==> config.mk <==
export PLATFORM = sky130hd
export DESIGN_NAME = morra_match_ctrl
export DESIGN_NICKNAME = d
export VERILOG_FILES = /design/src/rtl/morra_match_ctrl.sv
export SDC_FILE = /design/constraint.sdc
export NUM_CORES = 1
export LEC_CHECK = 0
export ABC_AREA = 0
export CORE_UTILIZATION = 40
export CTS_CLUSTER_DIAMETER = 120
export DETAILED_ROUTE_END_ITERATION = 10
export MAX_ROUTING_LAYER = met4
export PLACE_DENSITY = 0.66
export SLEW_MARGIN = 0
export SYNTH_ARGS = -nofsm -noshare
export SYNTH_HDL_FRONTEND = slang
export SYNTH_SLANG_ARGS = --single-unit
==> constraint.sdc <==
create_clock -name clk -period 4.4 [get_ports clk]
set_input_delay 0.88 -clock clk [delete_from_list [all_inputs] [get_ports clk]]
set_output_delay 0.88 -clock clk [all_outputs]
set_load 0.03 [all_outputs]
==> src/rtl/morra_match_ctrl.sv <==
// morra_match_ctrl: two-player Morra Cinese (rock-paper-scissors) match controller.
//
// A match begins on START, which latches a round limit TO_PLAY = CFG + ROUND_BASE.
// Moves are evaluated each cycle while in PLAY, and the round result appears one
// cycle later. The match ends in either of two cases:
//   - the counted-round limit is reached, or
//   - at least MIN_ROUNDS rounds have been counted and one player leads by LEAD.
// The final result is held in DONE until the next START or RST.
//
// Ports:
//   clk            clock
//   RST            synchronous active-high reset (has priority over START)
//   START          begin or restart a match; samples CFG
//   CFG[CFG_W-1:0] match-length code
//   P1, P2 [1:0]   moves: 00 none, 01 rock, 10 paper, 11 scissors
//   ROUND [1:0]    last round: 00 not counted, 01 P1, 10 P2, 11 tie
//   GAME  [1:0]    match result: 00 running/idle, 01 P1, 10 P2, 11 draw
//   BUSY           match in progress
//   SCORE1, SCORE2 rounds won by each player
//   PLAYED         counted rounds, ties included
//
// Optional build macro MORRA_REPEAT_BAN_EN: when the last round had a winner,
// that player may not repeat the winning move on the next round. A banned round
// is treated as invalid.
module morra_match_ctrl #(
  parameter int CFG_W      = 4,
  parameter int ROUND_BASE = 4,
  parameter int CNT_W      = 5,
  parameter int MIN_ROUNDS = 4,
  parameter int LEAD       = 2
) (
  input  logic             clk,
  input  logic             RST,
  input  logic             START,
  input  logic [CFG_W-1:0] CFG,
  input  logic [1:0]       P1,
  input  logic [1:0]       P2,
  output logic [1:0]       ROUND,
  output logic [1:0]       GAME,
  output logic             BUSY,
  output logic [CNT_W-1:0] SCORE1,
  output logic [CNT_W-1:0] SCORE2,
  output logic [CNT_W-1:0] PLAYED
);

  if (ROUND_BASE + (2 ** CFG_W) - 1 >= (2 ** CNT_W)) begin : g_bad_cnt_w
    $error("morra_match_ctrl: CNT_W too small for ROUND_BASE + 2**CFG_W - 1");
  end
  if (LEAD < 1) begin : g_bad_lead
    $error("morra_match_ctrl: LEAD must be >= 1");
  end

  typedef enum logic [1:0] {
    IDLE = 2'd0,
    PLAY = 2'd1,
    DONE = 2'd2
  } state_t;

  state_t           state, state_n;
  logic [1:0]       round_q, round_n;
  logic [1:0]       game_q, game_n;
  logic             busy_q;
  logic [CNT_W-1:0] score1_q, score1_n;
  logic [CNT_W-1:0] score2_q, score2_n;
  logic [CNT_W-1:0] played_q, played_n;
  logic [CNT_W-1:0] to_play_q, to_play_n;
  logic [CNT_W-1:0] diff;
  logic             valid, p1_win, p2_win;

`ifdef MORRA_REPEAT_BAN_EN
  // {player (0 = P1, 1 = P2), move}. A move field of 00 means no ban is active.
  logic [2:0] ban_q, ban_n;
`endif

  always_comb begin
    state_n   = state;
    round_n   = '0;
    game_n    = game_q;
    score1_n  = score1_q;
    score2_n  = score2_q;
    played_n  = played_q;
    to_play_n = to_play_q;
    diff      = '0;
    valid     = 1'b0;
    p1_win    = 1'b0;
    p2_win    = 1'b0;
`ifdef MORRA_REPEAT_BAN_EN
    ban_n     = ban_q;
`endif
    if (START) begin
      to_play_n = CNT_W'(CFG) + CNT_W'(ROUND_BASE);
      score1_n  = '0;
      score2_n  = '0;
      played_n  = '0;
      game_n    = '0;
      state_n   = PLAY;
`ifdef MORRA_REPEAT_BAN_EN
      ban_n     = '0;
`endif
    end else if (state == PLAY) begin
      valid  = (P1 != 2'b00) && (P2 != 2'b00);
`ifdef MORRA_REPEAT_BAN_EN
      if (ban_q[1:0] != 2'b00 &&
          (ban_q[2] ? (P2 == ban_q[1:0]) : (P1 == ban_q[1:0])))
        valid = 1'b0;
`endif
      p1_win = ({P1, P2} == 4'b0111) || ({P1, P2} == 4'b1001) || ({P1, P2} == 4'b1110);
      p2_win = ({P1, P2} == 4'b1101) || ({P1, P2} == 4'b0110) || ({P1, P2} == 4'b1011);
      if (valid) begin
        played_n = played_q + CNT_W'(1);
        if (p1_win) begin
          score1_n = score1_q + CNT_W'(1);
          round_n  = 2'b01;
`ifdef MORRA_REPEAT_BAN_EN
          ban_n    = {1'b0, P1};
`endif
        end else if (p2_win) begin
          score2_n = score2_q + CNT_W'(1);
          round_n  = 2'b10;
`ifdef MORRA_REPEAT_BAN_EN
          ban_n    = {1'b1, P2};
`endif
        end else begin
          round_n  = 2'b11;
`ifdef MORRA_REPEAT_BAN_EN
          ban_n    = '0;
`endif
        end
        // End check works on the post-update counts so the final round is
        // reported in the same cycle as the result.
        diff = (score1_n >= score2_n) ? (score1_n - score2_n) : (score2_n - score1_n);
        if (played_n == to_play_q ||
            (played_n >= CNT_W'(MIN_ROUNDS) && diff >= CNT_W'(LEAD))) begin
          state_n = DONE;
          if (score1_n > score2_n)      game_n = 2'b01;
          else if (score2_n > score1_n) game_n = 2'b10;
          else                          game_n = 2'b11;
        end
      end
    end
  end

  always_ff @(posedge clk) begin
    if (RST) begin
      state     <= IDLE;
      round_q   <= '0;
      game_q    <= '0;
      busy_q    <= 1'b0;
      score1_q  <= '0;
      score2_q  <= '0;
      played_q  <= '0;
      to_play_q <= '0;
`ifdef MORRA_REPEAT_BAN_EN
      ban_q     <= '0;
`endif
    end else begin
      state     <= state_n;
      round_q   <= round_n;
      game_q    <= game_n;
      busy_q    <= (state_n == PLAY);
      score1_q  <= score1_n;
      score2_q  <= score2_n;
      played_q  <= played_n;
      to_play_q <= to_play_n;
`ifdef MORRA_REPEAT_BAN_EN
      ban_q     <= ban_n;
`endif
    end
  end

  assign ROUND  = round_q;
  assign GAME   = game_q;
  assign BUSY   = busy_q;
  assign SCORE1 = score1_q;
  assign SCORE2 = score2_q;
  assign PLAYED = played_q;

endmodule

==> results.ini <==
[placed_design]
place_hpwl_um = 3910
place.gp.congestion = 0.872
dp.cells = 367
port_buffers = 30
dp_slack_ns = -0.123

[worst_setup_path]
critical_path.slowest_cell = clkdlybuf4s50_1
cp-start-kind = input pin
critPathCaptureType = register
cp_cell_sequence = clkdlybuf4s50_1 > and2b_1 > o2bb2ai_2 > and4_1 > xnor2_1 > inv_1 > ha_1 > a21oi_1 > a21boi_0 > o221a_2 > a211oi_2 > nor4_4 > or4_1 > nand3_1
path_delay_family = simple AND/OR/NAND/NOR gates
cpPeakStageDelay_ns = 0.65
worst-path-buf-inv = 2
worstPathArrival_ns = 4.39
cp.required_ns = 4.62
crit_fanout = 10
worstSetupPathType = in -> reg
rr_startpoint = SCORE2[0]$_SDFFE_PP0P_
startpoint = P2[1]

[timing]
fin_skew_ns = 0.00616
setup-violations-final = 0
worstMarginPinSlew_ns = 0.467
finalMaxSlewViolations = 0
postLayoutSetupSlackWorst_ns = 0.226
final_hold_viol_count = 0
period_share_pct = 94.9
fmax_ghz = 0.240
fin_crit_ns = 4.17
grt_setup_unrepaired = false
slew_headroom_pct = 68.4
setup_tns_ns = 0

[die]
die_y_um = 75.9
core.rowCount = 26
die_width_um = 75.9
die_area_um2 = 5770
core-area_um2 = 5170
ios = 31
start_util_pct = 42.3

[clocking]
cts_resized = 0
clock_latency_ns = 0.28
cts-root-buf = clkbuf_8
h-tree-depth = 1
cts_tree = yes
clockBufferDepth = 2
cts_sinks = 27
cts-buffers-inserted = 3
post_cts_buffers = 0
cts_hold_buf = 0
path_clk_slew_ns = 0.10

[detailed_routing]
viasPerCell = 5.35
drtPass1Iterations = 5
wl_per_cell_um = 13.9
ant_nets = 0
wirelength_um = 5170
routed-via-count = 1985
drc = 0
drt_iter0_drc = 116

[final_layout]
fin_cells = 371
syn_to_final_growth_pct = 24.3
nNetsFinal = 328
diodes = 0
drive_above_1_share_pct = 13.6

[global_routing]
grt_pass1_wl_um = 8710
grt_overflow_total = 0
grt_max_degree = 22
grt_pass1_vias = 1864
grt_usage_pct = 18.5
antenna_found_initial = 0

[yosys]
synthCells = 265
synth_warnings = 0
ys_seq_elements = 27
yosysSeqAreaShare_pct = 24.7
syn_nets = 291
synth_edf_count = 0
synth_area_per_cell_um2 = 8.25
synth_top_flop_cell = dfxtp_1
yosys.cell_types.count = 63
async_flop_share_pct = 0
syn_area_um2 = 2190

[job]
drv_cap = 0

[status]
outcome = complete, no violations

[min_path]
worstHoldStart = state[1]$_SDFF_PP0_
hp-class = reg -> reg

[power_and_ir_drop]
total_leakage_power_nw = 1.07
ir_drop_mv = 0.176
power.density_nw_per_um2 = 196

==> flip-flops by register name, summed over array words and instances, names as in the netlist <==
register   flops
PLAYED         5
SCORE1         5
SCORE2         5
to_play_q      5
GAME           2
ROUND          2
state          2
BUSY           1
==> kinds of logic (layout without fill, tap and decap cells) <==
| family | after synthesis | count (layout) | share of synthesized area (%) |
|---|---|---|---|
| XOR/XNOR | 30 | 30 | 12.4 |
| buffers and inverters | 32 | 68 | 7.21 |
| adder cells (fa/ha/maj) | 15 | 15 | 8.92 |
| AND/OR/NAND/NOR | 104 | 104 | 24.9 |
| flip-flops | 27 | 27 | 24.7 |
| multiplexers | 4 | 4 | 1.83 |
| AO/OA/AOI/OAI | 53 | 53 | 20.0 |
==> synthesized netlist by cell type (all sizes together) (7+ instances only) <==
cell type  instances  area (µm²)
buf                9        71.3
a211oi             7        70.1
clkbuf             8        30.0
a21oi             12        63.8
inv               15        56.3
xor2              14         123
ha                14         175
dfxtp             27         541
nor2              31         116
nand3             15        80.1
xnor2             16         148
nand2             20        77.6
==> report_power, final <==
| part | total [mW] | leakage [nW] | switching [mW] | internal [mW] |
|---|---|---|---|---|
| Clock | 0.151 | 0.0261 | 0.0846 | 0.0665 |
| Combinational | 0.126 | 0.827 | 0.0675 | 0.0583 |
| Sequential | 0.255 | 0.219 | 0.00462 | 0.250 |
| Total | 0.531 | 1.07 | 0.157 | 0.375 |
==> cell type report <==
cell class              instances  area [µm²]
fillers                       485        2450
multi-input cells             206        1500
flip-flops and latches         27         541
repair buffers                 49         480
well taps                      70        87.6
inverters                      15        56.3
clock buffers                   3        41.3
clock inverters                 1        8.76
==> cell usage in the layout (no fill, tap or decap), drive strengths merged, types with 3 or more instances in the layout <==
cell type / count
xnor2: 16
a211oi: 7
ha: 14
nand3: 15
nand2: 20
clkbuf: 3
inv: 16
a21o: 3
nor2b: 3
o211ai: 3
nand4b: 6
mux2i: 4
dfxtp: 27
nand4: 6
o21ai: 5
xor2: 14
buf: 19
a21oi: 12
nor2: 31
nor3: 5
clkdlybuf4s50: 30
==> through the flow <==
stage | util, % | total power, mW | area (µm²) | hold slack, ns
2_1_floorplan | - | 0.344 | 2190 | 0.426
3_3_place_gp | 51.3 | 0.380 | 2650 | 0.445
3_5_place_dp | 51.3 | 0.382 | 2650 | 0.451
4_1_cts | 52.3 | 0.534 | 2700 | 0.468
5_1_grt | 52.5 | 0.558 | 2720 | 0.495
6_report | 52.5 | 0.531 | 2720 | 0.465
==> per-layer routing <==
metal  wire length, µm  vias to the layer above  global-route usage, %
met5                 0                        -                      -
met4                40                        0                   2.31
met3               282                        6                   1.45
met2              2410                       58                   31.1
met1              2440                      914                   24.8
li1                  -                     1007                      -
==> worst min-delay path, delay by kind of cell (launching register included) <==
family	cells	cell delay, ns
DFF	1	0.33
buffers and inverters	1	0.05
AOI/OAI and AO/OA	1	0.05
==> worst paths after layout <==
path | to | cells past startpoint | slack (ns)
max | GAME[0]$_SDFFE_PP0P_ | 14 | 0.23
min | state[1]$_SDFF_PP0_ | 2 | 0.46
min reg2reg | state[1]$_SDFF_PP0_ | 2 | 0.46
max reg2reg | BUSY$_SDFF_PP0_ | 13 | 0.62
Power figures use the tool's default switching activity.
